`src/rtl/light_sequencer.sv`:
```
// ---------------------------------------------------------------------------
// light_sequencer
//
// Phase sequencer for the intersection controller. Owns the 6-bit cycle
// counter and the pedestrian-request latch, and steps a Moore state machine
// through the light phases on tick & enable. All lamp outputs are registered.
//
// Configuration macro: LIGHT_SEQ_FLASH_EN
//   undefined : watchdog expiry recovers to MG with counter cleared.
//   defined   : watchdog expiry enters S_FLASH (flashing yellow, reset-only exit).
//
// Parameters:
//   CNT_MAX     counter ceiling and watchdog threshold (must fit in 6 bits)
//
// Ports:
//   clk         system clock, rising edge
//   reset       asynchronous active-low reset
//   tick        one-cycle time-base strobe
//   enable      phase-advance request (may be held many cycles)
//   ped_req     pedestrian button
//   counter     cycle counter to the timing-decision stage
//   PED         latched pedestrian request
//   main_light  main-road lamps, one-hot {red, yellow, green}
//   side_light  side-road lamps, one-hot {red, yellow, green}
//   walk        pedestrian walk lamp
//   fault       sticky watchdog flag
//   phase       current state encoding (debug)
// ---------------------------------------------------------------------------
module light_sequencer #(
  parameter int CNT_MAX = 63
) (
  input  logic       clk,
  input  logic       reset,
  input  logic       tick,
  input  logic       enable,
  input  logic       ped_req,
  output logic [5:0] counter,
  output logic       PED,
  output logic [2:0] main_light,
  output logic [2:0] side_light,
  output logic       walk,
  output logic       fault,
  output logic [2:0] phase
);

  typedef enum logic [2:0] {
    S_MG    = 3'd0,
    S_MY    = 3'd1,
    S_AR1   = 3'd2,
    S_SG    = 3'd3,
    S_SY    = 3'd4,
    S_AR2   = 3'd5,
    S_WALK  = 3'd6
`ifdef LIGHT_SEQ_FLASH_EN
    ,
    S_FLASH = 3'd7
`endif
  } state_e;

  localparam logic [2:0] LampRed = 3'b100;
  localparam logic [2:0] LampYel = 3'b010;
  localparam logic [2:0] LampGrn = 3'b001;
  localparam logic [5:0] CntMax  = 6'(CNT_MAX);

  state_e     state_q, state_d;
  logic [5:0] cnt_q, cnt_d;
  logic       ped_q, ped_d;
  logic       fault_q, fault_d;
  logic [2:0] main_d, side_d;
  logic       walk_d;
  logic       advance, watchdog;
`ifdef LIGHT_SEQ_FLASH_EN
  logic       flash_on_q, flash_on_d;
`endif

  assign advance  = tick & enable;
  assign watchdog = tick & ~enable & (cnt_q == CntMax);

  // NOTE: every signal written here gets a default first, so no path through
  // the block leaves a value unassigned and no latch is inferred.
  always_comb begin
    state_d = state_q;
    cnt_d   = cnt_q;
    ped_d   = ped_q;
    fault_d = fault_q;
`ifdef LIGHT_SEQ_FLASH_EN
    flash_on_d = flash_on_q;
`endif

    if (advance) begin
      unique case (state_q)
        S_MG:    state_d = S_MY;
        S_MY:    state_d = S_AR1;
        S_AR1:   state_d = S_SG;
        S_SG:    state_d = S_SY;
        S_SY:    state_d = S_AR2;
        // Decision uses the latch value registered before this edge.
        S_AR2:   state_d = ped_q ? S_WALK : S_MG;
        S_WALK:  state_d = S_MG;
        default: state_d = state_q;   // flash: enable ignored
      endcase
    end else if (watchdog) begin
      fault_d = 1'b1;
`ifdef LIGHT_SEQ_FLASH_EN
      state_d    = S_FLASH;
      flash_on_d = 1'b1;               // flashing starts lit
`else
      state_d = S_MG;
`endif
    end

    if (tick) begin
      if (watchdog || (advance && state_d == S_MG && state_q != S_MG)) begin
        cnt_d = '0;
      end else if (cnt_q != CntMax) begin
        cnt_d = cnt_q + 6'd1;
      end
    end

`ifdef LIGHT_SEQ_FLASH_EN
    if (state_q == S_FLASH) begin
      state_d = S_FLASH;
      cnt_d   = '0;
      if (tick) flash_on_d = ~flash_on_q;
    end
`endif

    // Requests during WALK or on the AR2->WALK edge are dropped; entering
    // WALK consumes the pending request.
    if (advance && state_q == S_AR2 && ped_q) begin
      ped_d = 1'b0;
    end else if (state_q != S_WALK && ped_req) begin
      ped_d = 1'b1;
    end

    // Lamps are decoded from the next state so they register together
    // with it and change on the same edge.
    main_d = LampRed;
    side_d = LampRed;
    walk_d = 1'b0;
    unique case (state_d)
      S_MG:    main_d = LampGrn;
      S_MY:    main_d = LampYel;
      S_SG:    side_d = LampGrn;
      S_SY:    side_d = LampYel;
      S_WALK:  walk_d = 1'b1;
      default: ;                      // AR1 / AR2: all red
    endcase
`ifdef LIGHT_SEQ_FLASH_EN
    if (state_d == S_FLASH) begin
      main_d = flash_on_d ? LampYel : 3'b000;
      side_d = flash_on_d ? LampYel : 3'b000;
    end
`endif
  end

  // NOTE: sequential state uses non-blocking assignments so every register
  // samples the pre-edge values regardless of statement order.
  always_ff @(posedge clk or negedge reset) begin
    // NOTE: reset is asynchronous, so outputs return to their reset values
    // as soon as reset falls, without waiting for a clock.
    if (!reset) begin
      state_q    <= S_MG;
      cnt_q      <= '0;
      ped_q      <= 1'b0;
      fault_q    <= 1'b0;
      main_light <= LampGrn;
      side_light <= LampRed;
      walk       <= 1'b0;
`ifdef LIGHT_SEQ_FLASH_EN
      flash_on_q <= 1'b0;
`endif
    end else begin
      state_q    <= state_d;
      cnt_q      <= cnt_d;
      ped_q      <= ped_d;
      fault_q    <= fault_d;
      main_light <= main_d;
      side_light <= side_d;
      walk       <= walk_d;
`ifdef LIGHT_SEQ_FLASH_EN
      flash_on_q <= flash_on_d;
`endif
    end
  end

  assign counter = cnt_q;
  assign PED     = ped_q;
  assign fault   = fault_q;
  assign phase   = state_q;

  // Outside flash: exactly one lamp per road, and at least one road red.
  a_one_lamp : assert property (@(posedge clk) disable iff (!reset)
    (phase != 3'd7) |-> ($onehot(main_light) && $onehot(side_light)));
  a_no_conflict : assert property (@(posedge clk) disable iff (!reset)
    (phase != 3'd7) |-> ((main_light == LampRed) || (side_light == LampRed)));

endmodule

```
`config.mk`:
```
export PLATFORM = sky130hd
export DESIGN_NAME = light_sequencer
export DESIGN_NICKNAME = d
export VERILOG_FILES = /design/src/rtl/light_sequencer.sv
export SDC_FILE = /design/constraint.sdc
export NUM_CORES = 1
export LEC_CHECK = 0
export ABC_AREA = 0
export CAP_MARGIN = 20
export CORE_ASPECT_RATIO = 1.2
export CORE_MARGIN = 5
export CORE_UTILIZATION = 44
export DETAILED_ROUTE_END_ITERATION = 10
export MAX_ROUTING_LAYER = met4
export PLACE_DENSITY = 0.74
export SETUP_SLACK_MARGIN = 0.02
export SYNTH_ARGS = -nofsm -noshare
export SYNTH_HDL_FRONTEND = slang
export SYNTH_SLANG_ARGS = --single-unit
```
`constraint.sdc`:
```
create_clock -name clk -period 1.45 [get_ports clk]
set_input_delay 0.29 -clock clk [delete_from_list [all_inputs] [get_ports clk]]
set_output_delay 0.29 -clock clk [all_outputs]
set_load 0.05 [all_outputs]
```
==> results by group, run 1 <==
STA
  – Setup ws final: -0.1452 ns
  – Max Clk Rate: 626.9 MHz
  – Worst Tran Pin Value: 0.2805 ns
  – Worst slew margin: 81.19%
  – Crit share post-route: 110.0%
  – Clock Skews: 0.005040 ns
  – Hold_ws: 0.2968 ns
  – RSZ-0062 raised after global routing: true
  – Final setup vio count: 7
  – Min Tclk post-route: 1.595 ns
  – Final hold violations: 0
  – Slew Limit Fails: 0

Synthesis
  – Cells after Synth: 98
  – Main flop type after synthesis: dfrtp_1
  – Fraction of registers with async set/reset: 100.0%
  – FF+latch count, synth: 18
  – Post-synthesis sequential area ratio: 45.65%
  – Post-Syn Area: 992.2 um^2
  – Number of synthesized flops with an enable pin: 0
  – Post-synth top cells: dfrtp_1, nor2_1, inv_1
  – Leading post-synthesis cells by cell area: dfrtp_1, dfstp_2, nor2_1
  – Synth Net Count: 104
  – Synth top area share: 40.35%
  – YS warnings: 0
  – Synth area leader: dfrtp_1
  – Most common cell in the netlist: dfrtp_1
  – Library cells used by synthesis: 43
  – Mapped Avg Cell Area: 10.12 um^2

Global routing
  – Grt total ovfl: 0
  – Vias in the first global route: 982
  – Initial antenna violation count: 0
  – First-pass GRT wire length: 4278 um
  – Largest net degree at the start of global routing: 19
  – Overall Global Routing Usage: 17.94%

Worst setup path
  – Register-to-Register Setup Slack: -0.15 ns
  – Worst R2R End: side_light[2]
  – Reg2Reg Depth: 5
  – CP Capture Type: register
  – Critical Path RT: 1.70 ns
  – Crit path DAT: 1.85 ns
  – Critical Setup Path Class: reg2reg
  – R2r startpoint: phase[2]
  – Critical path startpoint category: register
  – Max Fanout on Critical Path: 6

Drt
  – DRC: 0
  – Post-route ant nets: 0
  – Overall routed net length: 3245 um
  – Vias per std cell: 5.600
  – Via Count: 1008
  – WL/cell: 18.03 um
  – Iteration-0 DRC count of the detailed router: 37
  – First drt pass iteration count: 4

Run status
  – Failing checks: setup timing
  – Outcome: finished, violations left

Floorplanning
  – Die area: 0.003309 mm^2
  – Die X: 53.35 um
  – Number of cell rows: 18
  – Initial Util: 46.87%
  – Die Height: 62.02 um
  – I/O pin cnt: 23
  – Area of the core: 0.002117 mm^2

CTS
  – TritonCTS Buffers: 3
  – Root buffer cell: clkbuf_4
  – Clk_lat worst skew: 0.31 ns
  – Clock-pin slew of the registers on the worst-case setup and hold paths: 0.12 ns
  – CTS tree: yes
  – Clock Sinks: 18
  – H-tree levels: 1
  – Clk buf depth: 2
  – CTS hold repair buffers: 0

Place
  – HPWL after DPL: 1954 um
  – Final Wtd Congestion: 0.9241
  – DP Worst Slack: -0.3991 ns
  – Port Buf Inserts: 22

Run
  – Max Cap Viol: 0

Pwr
  – Peak VDD IR: 2.195 mV
  – Leakage: 0.8048 nW
  – PwrDens: 2556 mW/mm^2

Cells and area
  – Layout area overhead: 83.10%
  – Final #Nets: 157
  – Share of cells above drive strength 1: 64.67%
  – N_diodes: 0

Worst hold path
  – Min-delay worst type: in2async
==> final cells by class <==
class,instances,area [um^2]
well taps,30,37.54
repair buffers,53,660.6
multi-input cells,68,590.6
fillers,111,300.3
flip-flops and latches,18,465.4
inverters,7,26.28
clock buffers,4,36.28
==> how the worst max path moves through the flow <==
| stage | start | endpoint | slack [ns] |
|---|---|---|---|
| 2_1_floorplan | phase[2] | side_light[2] | -0.15 |
| 3_3_place_gp | tick | main_light[1] | -0.40 |
| 3_5_place_dp | tick | main_light[1] | -0.40 |
| 4_1_cts | phase[2] | side_light[2] | -0.12 |
| 5_1_grt | phase[2] | side_light[2] | -0.17 |
| 6_report | phase[2] | side_light[2] | -0.15 |
==> sequential cells by signal (all words and copies together) (netlist names) <==
name	cells
phase	3
side_light	3
fault	1
counter	6
main_light	3
walk	1
PED	1
==> repair_timing <==
action | in CTS | in global routing
endpoints found under the setup margin | 10 | 13
buffers inserted | 0 | 9
gates resized for setup | 6 | 26
pin swaps | 3 | 4
==> layout by cell type, fill, tap and decap left out, drive strengths merged, types with 3 or more instances in the layout <==
cell	count
nor2	12
xor2	3
nor3	4
buf	49
nand2	5
clkbuf	4
a21oi	5
nand4	4
and3	4
dfrtp	16
inv	7
==> layer usage <==
| layer | share of wire (%) | up-vias | GRT usage, % |
|---|---|---|---|
| li1 | - | 455 | - |
| met1 | 35 | 509 | 20.03 |
| met2 | 59 | 35 | 32.92 |
| met3 | 3.8 | 9 | 3.341 |
| met4 | 2.1 | 0 | 4.015 |
| met5 | 0 | - | - |
==> power breakdown <==
part / switching [mW] / total [mW] / internal [mW]
Sequential: 0.205 / 0.953 / 0.747
Combinational: 1.69 / 3.35 / 1.66
Clock: 0.183 / 0.336 / 0.153
Total: 2.08 / 4.64 / 2.56
==> logic make-up after synthesis <==
| logic type | synth area share (%) |
|---|---|
| AOI/OAI and AO/OA | 18.16 |
| xor gates and xnor gates | 2.649 |
| adders and majority gates | 1.261 |
| buffers and inverters | 7.440 |
| DFF | 45.65 |
| muxes | 1.135 |
| and+or+nand+nor | 23.71 |
==> per-stage QoR <==
| stage | TNS [ns] | cell area [um^2] | power (mW) | util [%] | instances |
|---|---|---|---|---|---|
| final | -0.4031 | 1817 | 4.643 | 85.82 | 180 |
| after global routing | -0.7963 | 1817 | 4.814 | 85.82 | 180 |
| after CTS | -0.2769 | 1650 | 4.182 | 77.96 | 171 |
| after detailed placement | -4.979 | 1597 | 3.830 | 75.41 | 167 |
| after global placement | -4.471 | 1597 | 3.773 | 75.41 | 167 |
| after floorplan | -0.6453 | 1041 | 2.439 | - | 98 |
==> worst max-delay path, stage by stage (launching register included) <==
cell	delay (ns)
dfrtp_2	0.46
and2_4	0.17
o2111a_1	0.25
a311o_4	0.36
and3_4	0.19
nor2_2	0.10
(Power assumes the default switching activity.)
==> run 2, diff against run 1 <==
- CORE_MARGIN: 5 -> default
==> run 2 against run 1 <==
The flow still finishes with violations (setup timing). Global-route usage is 8.7 points higher. Via count is 0.30% lower. Combinational power is 3% lower. Maximum frequency is 2.1% lower. Final cell count is 1.1% lower. Clock power is 2% lower. Worst setup slack worse by 0.034 ns. Clock skew is 0.0061 ns higher. Critical path depth stayed put. Sequential power is 3.5% higher. Largest cell class unchanged. Highest routed layer unchanged.
==> results by group, run 2 (synthesized netlist as in run 1, its figures left out) <==
Run status
  – Outcome: finished, violations left
  – Failing checks: setup timing

Worst setup path
  – Critical-path cell list: and2_4, o2111a_1, a311o_4, and3_4, nor2_2
  – CP max stage delay: 0.48 ns
  – Register-to-Register Setup Slack: -0.18 ns
  – Reg2Reg Depth: 5
  – CP Capture Type: register
  – Top Family by Delay on Critical Path: compound AO/OA/AOI/OAI gates
  – Crit path DAT: 1.88 ns
  – Critical Path RT: 1.70 ns
  – Worst R2R End: side_light[2]
  – CP max-delay cell: dfrtp_2
  – Critical Setup Path Class: reg2reg
  – CP bufs+invs: 0
  – Max Fanout on Critical Path: 8
  – Critical path startpoint category: register
  – R2r startpoint: phase[2]

Global routing
  – Initial antenna violation count: 0
  – Largest net degree at the start of global routing: 19
  – Grt total ovfl: 0
  – First-pass GRT wire length: 4298 um
  – Vias in the first global route: 966
  – Overall Global Routing Usage: 26.66%

Floorplanning
  – I/O pin cnt: 23
  – Number of cell rows: 18
  – Die area: 0.002450 mm^2
  – Die Height: 54.02 um
  – Initial Util: 47.37%
  – Area of the core: 0.002095 mm^2
  – Die X: 45.35 um

Drt
  – WL/cell: 17.27 um
  – Via Count: 1005
  – Overall routed net length: 3074 um
  – Post-route ant nets: 0
  – DRC: 0
  – Iteration-0 DRC count of the detailed router: 38
  – First drt pass iteration count: 4
  – Vias per std cell: 5.646

CTS
  – CTS hold repair buffers: 0
  – H-tree levels: 1
  – Clock Sinks: 18
  – CTS tree: yes
  – TritonCTS Buffers: 3
  – Root buffer cell: clkbuf_4
  – Clk buf depth: 2
  – Clk_lat worst skew: 0.31 ns
  – Clock-pin slew of the registers on the worst-case setup and hold paths: 0.12 ns

STA
  – Final setup vio count: 11
  – RSZ-0062 raised after global routing: true
  – Crit share post-route: 112.4%
  – Setup ws final: -0.1792 ns
  – Final hold violations: 0
  – Setup TNS: -0.9345 ns
  – Min Tclk post-route: 1.629 ns
  – Worst slew margin: 73.48%
  – Worst Tran Pin Value: 0.3978 ns
  – Max Clk Rate: 613.8 MHz
  – Clock Skews: 0.01118 ns
  – Slew Limit Fails: 0

Cells and area
  – Layout area overhead: 79.82%
  – Final core utilization: 85.19%
  – N_diodes: 0
  – Commonest non-fill, non-tap cell in the layout: buf_4
  – Fill cell count: 115
  – Final Cell Area: 0.001784 mm^2
  – Final #Nets: 155
  – Commonest cells after routing, fill and taps aside: buf_4, buf_12, dfrtp_2, nor2_1
  – Max FFs per register: 6
  – Share of cells above drive strength 1: 62.84%

Place
  – Post-Place Cell Area: 0.001597 mm^2
  – Final Wtd Congestion: 0.9102
  – Port Buf Inserts: 22
  – HPWL after DPL: 1849 um

Run
  – Max Cap Viol: 0

Pwr
  – Peak VDD IR: 1.798 mV
  – Leakage: 0.7899 nW
  – PwrDens: 2560 mW/mm^2

Worst hold path
  – Min-delay worst type: in2async
==> run 2: changes by cell type in the layout (fill, tap and decap cells not counted), sizes merged <==
cell / change
buf: -2
==> run 2: metrics by stage <==
step	std cells	power (mW)	hold WS [ns]	setup WS, ns
after global placement	167	3.766	0.5276	-0.4259
final	178	4.567	0.3008	-0.1792
after floorplan	98	2.439	-0.005591	-0.1533
after global routing	178	4.754	0.3277	-0.2181
after detailed placement	167	3.844	0.5400	-0.4903
after CTS	173	4.236	0.3194	-0.1402
==> run 2: layout make-up <==
cell class | count | area, um^2 | area share, %
Inverter | 7 | 26.28 | 1.473
Multi-Input combinational cell | 68 | 568.0 | 31.84
Timing Repair Buffer | 51 | 650.6 | 36.47
Tap cell | 30 | 37.54 | 2.104
Sequential cell | 18 | 465.4 | 26.09
Clock buffer | 4 | 36.28 | 2.034
==> run 2: how the worst max path moves through the flow <==
stage | from | endpoint | cells past startpoint
after floorplan | phase[2] | side_light[2] | 6
final | phase[2] | side_light[2] | 5
after detailed placement | tick | side_light[2] | 6
after CTS | phase[2] | side_light[2] | 5
after global routing | phase[2] | side_light[2] | 5
after global placement | tick | side_light[2] | 6
==> run 2: power breakdown <==
group / internal, mW / total (mW) / leakage (nW) / switching [mW]
logic: 1.63 / 3.25 / 0.564 / 1.62
clock network: 0.153 / 0.330 / 0.0210 / 0.176
registers: 0.747 / 0.986 / 0.205 / 0.239
==> run 2: metal layers <==
metal  vias to the layer above  wire length [um]  track usage [%]  part of all wire, %
met5                         -                 0                -                    0
met4                         0               131            16.67                  4.3
met3                        19               179            5.705                  5.8
met2                        53              1678            47.34                   55
met1                       478              1084            25.95                   35
li1                        455                 -                -                    -
==> run 2: timing repair <==
action,4_1_cts,5_1_grt
setup endpoints to repair,12,15
gates resized for setup,4,20
setup buffers,2,5
pin swaps,1,4
==> run 3, diff against run 2 <==
- SETUP_SLACK_MARGIN: 0.02 -> 0.5
==> run 3 against run 2 <==
Synthesized cell count did not move. Synthesized area did not move. The flow now stops in global routing.
==> results by group, run 3 <==
Run status
  – Outcome: stopped before the end
  – Last stage: global routing
  – Tool Error: [ERROR DPL-0033] detailed placement checks failed during check placement.

Synthesis
  – Fraction of registers with async set/reset: 100.0%
  – Leading post-synthesis cells by cell area: dfrtp_1, dfstp_2, nor2_1
  – Number of synthesized flops with an enable pin: 0
  – Synth Net Count: 104
  – Most common cell in the netlist: dfrtp_1
  – FF+latch count, synth: 18
  – YS warnings: 0
  – Post-synthesis sequential area ratio: 45.65%
  – Synth top area share: 40.35%
  – Main flop type after synthesis: dfrtp_1
  – Mapped Avg Cell Area: 10.12 um^2
  – Cells after Synth: 98
  – Post-synth top cells: dfrtp_1, nor2_1, inv_1
  – Library cells used by synthesis: 43
  – Post-Syn Area: 992.2 um^2
  – Synth area leader: dfrtp_1

STA
  – Worst endpoint type: register input
  – Worst endpoint, post-GRT repair: side_light[2]$_DFF_PN1_/D

Global routing
  – Initial antenna violation count: 0
  – Largest net degree at the start of global routing: 19

Place
  – Dpl cells: 166
  – HPWL after DPL: 1931 um
  – Final Wtd Congestion: 0.9530
  – Port Buf Inserts: 22

Floorplanning
  – Die Height: 54.02 um
  – Number of cell rows: 18
  – Die X: 45.35 um
  – Initial Util: 47.37%
  – I/O pin cnt: 23

CTS
  – TritonCTS Buffers: 3
  – Root buffer cell: clkbuf_4
  – Clk buf depth: 2
  – H-tree levels: 1
  – Clock Sinks: 18
run 3: stage by stage:
step	setup slack [ns]	setup TNS [ns]	instance area [um^2]	utilization, %
2_1_floorplan	-0.1532	-0.6569	1055	-
3_3_place_gp	-0.4096	-4.768	1603	76.52
3_5_place_dp	-0.4616	-5.578	1603	76.52
4_1_cts	-0.09389	-0.2168	1863	88.95
run 3: cell families after synthesis:
kind of cell,after synthesis,share of synthesized area (%)
muxes,1,1.135
adders and majority gates,1,1.261
buffers and inverters,12,7.440
AOI/OAI and AO/OA,24,18.16
DFF,18,45.65
xor gates and xnor gates,3,2.649
and+or+nand+nor,39,23.71
run 3: timing repair:
| item | 4_1_cts |
|---|---|
| cloned | 0 |
| pin swaps | 18 |
| setup endpoints to repair | 36 |
| hold buffers | 0 |
| resized for setup | 33 |
| buffers inserted | 12 |
==> run 4, diff against run 3 <==
- CORE_AREA: default -> 2 2 63 65
- CORE_ASPECT_RATIO: 1.2 -> default
- CORE_UTILIZATION: 44 -> default
- DIE_AREA: default -> 0 0 65 67
- MAX_ROUTING_LAYER: met4 -> default
- PLACE_DENSITY: 0.74 -> default
- PLACE_DENSITY_LB_ADDON: default -> 0.15
- SETUP_SLACK_MARGIN: 0.5 -> default
- clock period: 1.45 -> 1.9 ns (I/O delays scaled with it)
==> run 4 against run 3 <==
The run now ends clean.
==> results by group, run 4 (synthesized netlist as in run 1, its figures left out) <==
CTS
  – CTS hold repair buffers: 0
  – Root buffer cell: clkbuf_8
  – H-tree levels: 1
  – Clock Sinks: 18
  – TritonCTS Buffers: 3
  – Clk buf depth: 2
  – CTS tree: yes
  – Clk_lat worst skew: 0.25 ns
  – Clock-pin slew of the registers on the worst-case setup and hold paths: 0.07 ns

STA
  – Worst slew margin: 66.92%
  – Min Tclk post-route: 1.763 ns
  – RSZ-0062 raised after global routing: false
  – Max Clk Rate: 567.1 MHz
  – Crit share post-route: 92.81%
  – Slew Limit Fails: 0
  – Worst Tran Pin Value: 0.4947 ns
  – Final hold violations: 0
  – Clock Skews: 0.002065 ns
  – Final setup vio count: 0

Cells and area
  – N_diodes: 0
  – Layout area overhead: 41.61%
  – Final #Nets: 141
  – Commonest non-fill, non-tap cell in the layout: buf_4
  – Max FFs per register: 6
  – Final Cell Area: 0.001405 mm^2
  – Share of cells above drive strength 1: 35.07%
  – Commonest cells after routing, fill and taps aside: buf_4, dfrtp_1, nor2_1

Drt
  – Overall routed net length: 2258 um
  – DRC: 0
  – Iteration-0 DRC count of the detailed router: 47
  – First drt pass iteration count: 4
  – Post-route ant nets: 0
  – Via Count: 868
  – Vias per std cell: 4.769
  – WL/cell: 12.41 um

Run
  – Max Cap Viol: 0

Pwr
  – Leakage: 0.6400 nW
  – PwrDens: 1867 mW/mm^2
  – Total power: 2.624 mW
  – Peak VDD IR: 0.8380 mV

Worst setup path
  – Top Family by Delay on Critical Path: buffers and inverters
  – Critical path startpoint category: register
  – CP bufs+invs: 1
  – Critical Setup Path Class: reg2out
  – Critical-path cell list: clkdlybuf4s50_1
  – Max Fanout on Critical Path: 2
  – CP max stage delay: 0.79 ns
  – CP Capture Type: primary output
  – Crit path DAT: 1.38 ns
  – Critical Path RT: 1.52 ns
  – CP max-delay cell: clkdlybuf4s50_1

Global routing
  – Vias in the first global route: 838
  – Largest net degree at the start of global routing: 19
  – Initial antenna violation count: 0
  – Overall Global Routing Usage: 11.16%
  – First-pass GRT wire length: 3753 um
  – Grt total ovfl: 0

Place
  – Post-Place Cell Area: 0.001345 mm^2
  – HPWL after DPL: 1667 um
  – Final Wtd Congestion: 0.8663
  – Port Buf Inserts: 22

Floorplanning
  – Area of the core: 0.003606 mm^2
  – Initial Util: 27.52%
  – Number of cell rows: 22
  – Die Height: 67 um
  – Die area: 0.004355 mm^2
  – I/O pin cnt: 23
  – Die X: 65 um

Run status
  – Outcome: finished, final reports clean

Worst hold path
  – Min-delay worst type: in2async
[run 4: metrics by stage]
stage	setup slack, ns	setup TNS, ns	util [%]	hold WS (ns)	instances
3_3_place_gp	-0.1264	-0.4384	37.30	0.4538	178
5_1_grt	0.05923	0	38.97	0.4779	182
4_1_cts	0.1177	0	38.83	0.4722	182
2_1_floorplan	0.04700	0	-	0.08441	98
3_5_place_dp	-0.1229	-0.5274	37.30	0.4620	178
6_report	0.1366	0	38.97	0.4676	182
[run 4: area by class of cell]
cell class / count / area, um^2
multi-input cells: 68 / 470.5
repair buffers: 37 / 340.3
well taps: 48 / 60.06
flip-flops and latches: 18 / 452.9
inverters: 7 / 26.28
clock buffers: 4 / 55.05
fillers: 363 / 2201
[run 4: path summary, 6_finish.rpt]
kind / cells after the start / endpoint / slack, ns / startpoint
hold / removal: 2 / fault / 0.47 / reset
setup reg to reg: 6 / walk / 0.21 / phase[0]
min in group clk: 1 / fault / 0.47 / fault
max in group asynchronous: 2 / side_light[2] / 1.17 / reset
setup / recovery: 1 / fault / 0.14 / fault
hold reg to reg: 1 / fault / 0.47 / fault
[run 4: layer usage]
metal,part of all wire [%],GRT usage [%],up-vias
li1,-,-,422
met1,46,14.15,420
met2,49,18.56,24
met3,4.4,3.041,2
met4,0.35,3.191,0
met5,0,0,-
[run 4: what timing repair did]
action                                  4_1_cts  5_1_grt
gates resized for setup                       0        1
endpoints found under the setup margin        0        1
buffers inserted                              0        0
[run 4: power by group]
| group | switching [mW] | internal, mW |
|---|---|---|
| Sequential | 0.226 | 0.550 |
| Clock | 0.126 | 0.184 |
| Combinational | 0.918 | 0.621 |
| Total | 1.27 | 1.35 |
==> patch (settings of run 2) <==
The option `LIGHT_SEQ_FLASH_EN` is turned on by a define.
--- a/src/rtl/light_sequencer.sv
+++ b/src/rtl/light_sequencer.sv
@@ -27,4 +27,6 @@
 //   phase       current state encoding (debug)
 // ---------------------------------------------------------------------------
+`define LIGHT_SEQ_FLASH_EN
+
 module light_sequencer #(
   parameter int CNT_MAX = 63
Function: no difference found for any inputs over 10 cycles, from zero or initial values and one cycle with reset low; that may be too few to reach the edited logic, so the function may still have changed.
==> patch against run 2 <==
The flow still finishes with violations (negative setup slack). Via count increased by 14%. Maximum frequency down 8.5%. Hold slack worse by 0.0011 ns. Critical path depth increased by 2. Synthesized area increased by 9.2%. Clock power down 15%. Routed wire length rose by 22%. Sequential cell count rose by 1. Setup slack got worse by 0.15 ns. Total power grew 6.6%. Sequential share of layout area decreased by 1.3 points. Design area rose by 11%. Die area grew 8.8%. Critical endpoint is now main_light[1]$_DFF_PN0_. Highest routed layer unchanged.
==> patch: results <==
export IMPL_cp_max_fo=4
export IMPL_power_leakage_nw=0.840
export IMPL_slowest_stage="a221o_2"
export IMPL_grt_use_total_pct=30.3
export IMPL_numCtsBuffers=3
export IMPL_via_per_inst=5.66
export IMPL_setup_viol=12
export IMPL_clkTransAtPathRegs_ns=0.12
export IMPL_cp_arrival_ns=2.03
export IMPL_place_inst=190
export IMPL_grt_first_pass_wirelength_um=5450
export IMPL_syn_inst=108
export IMPL_hpwl_um=2250
export IMPL_synthTopCellsByArea="dfrtp_1 (39%), dfstp_2 (4.8%), o31ai_4 (3.9%), nand2_1 (3.1%), nor2_1 (3.1%)"
export IMPL_nFillCells=126
export IMPL_peakVddDrop_uv=2110
export IMPL_synthTopCellsByCount="dfrtp_1 (17), nand2_1 (9), nor2_1 (9)"
export IMPL_synth_seq_area_share_pct=44.1
export IMPL_drtIter0Drc=44
export IMPL_finClkSkew_ns=0.00966
export IMPL_wl_um=3740
export IMPL_status="complete, but fails checks"
export IMPL_grt_max_degree=20
export IMPL_final_layout_size_suffix_gt1_share_pct=59.9
export IMPL_hold_path_class="in2async"
export IMPL_finalWorstSetupSlack_ns=-0.331
export IMPL_violations="negative setup slack"
export IMPL_tns_ns=-2.32
export IMPL_htree_levels=1
export IMPL_grt_pass1_vias=1160
export IMPL_dp_slack_ns=-0.529
export IMPL_layout_cells_non_filler=203
export IMPL_place_gp_congestion=0.874
export IMPL_tightest_slew_ns=0.352
export IMPL_nets=179
export IMPL_cp_top_family="compound AO/OA/AOI/OAI gates"
export IMPL_synthArstFlopShare_pct=100
export IMPL_place_area_um2=1800
patch: what timing repair did:
item | CTS | global route
resized for setup | 13 | 13
setup endpoints to repair | 15 | 17
pin swaps | 5 | 7
buffers inserted | 6 | 7
patch: power breakdown:
part | internal (mW) | switching [mW] | total (mW)
logic | 1.77 | 1.76 | 3.52
clock network | 0.103 | 0.178 | 0.281
registers | 0.769 | 0.295 | 1.06
patch: metal layers:
layer | part of all wire [%] | wire [um] | GRT usage (%)
met5 | 0 | 0 | -
met4 | 2.1 | 79 | 14.7
met3 | 3.7 | 140 | 3.54
met2 | 54 | 2010 | 47.7
met1 | 40 | 1510 | 37.0
patch: worst paths after layout:
kind	end	slack, ns	cells after the start	startpoint
min reg2reg	fault$_DFFE_PN0P_	0.53	1	fault$_DFFE_PN0P_
max reg2reg	main_light[1]$_DFF_PN0_	-0.33	7	counter[1]$_DFFE_PN0P_
min	counter[0]$_DFFE_PN0P_	0.30	2	reset
max in group asynchronous	main_light[0]$_DFF_PN1_	0.89	2	reset
min in group clk	fault$_DFFE_PN0P_	0.53	1	fault$_DFFE_PN0P_
max	main_light[1]$_DFF_PN0_	-0.33	7	counter[1]$_DFFE_PN0P_
patch: area by class of cell:
class	count	area (um2)	share of cell area, %
Multi-Input combinational cell	79	637	32.3
Clock inverter	1	5.00	0.254
Tap cell	31	38.8	1.97
Timing Repair Buffer	66	754	38.3
Inverter	4	25.0	1.27
Sequential cell	19	489	24.8
Clock buffer	3	22.5	1.14
patch: cells by family after synthesis:
group                    synth area share, %
AO/OA/AOI/OAI                           22.7
flip-flops                              44.1
adder cells (fa/ha/maj)                 1.15
AND/OR/NAND/NOR                         26.2
buffers and inverters                   5.77
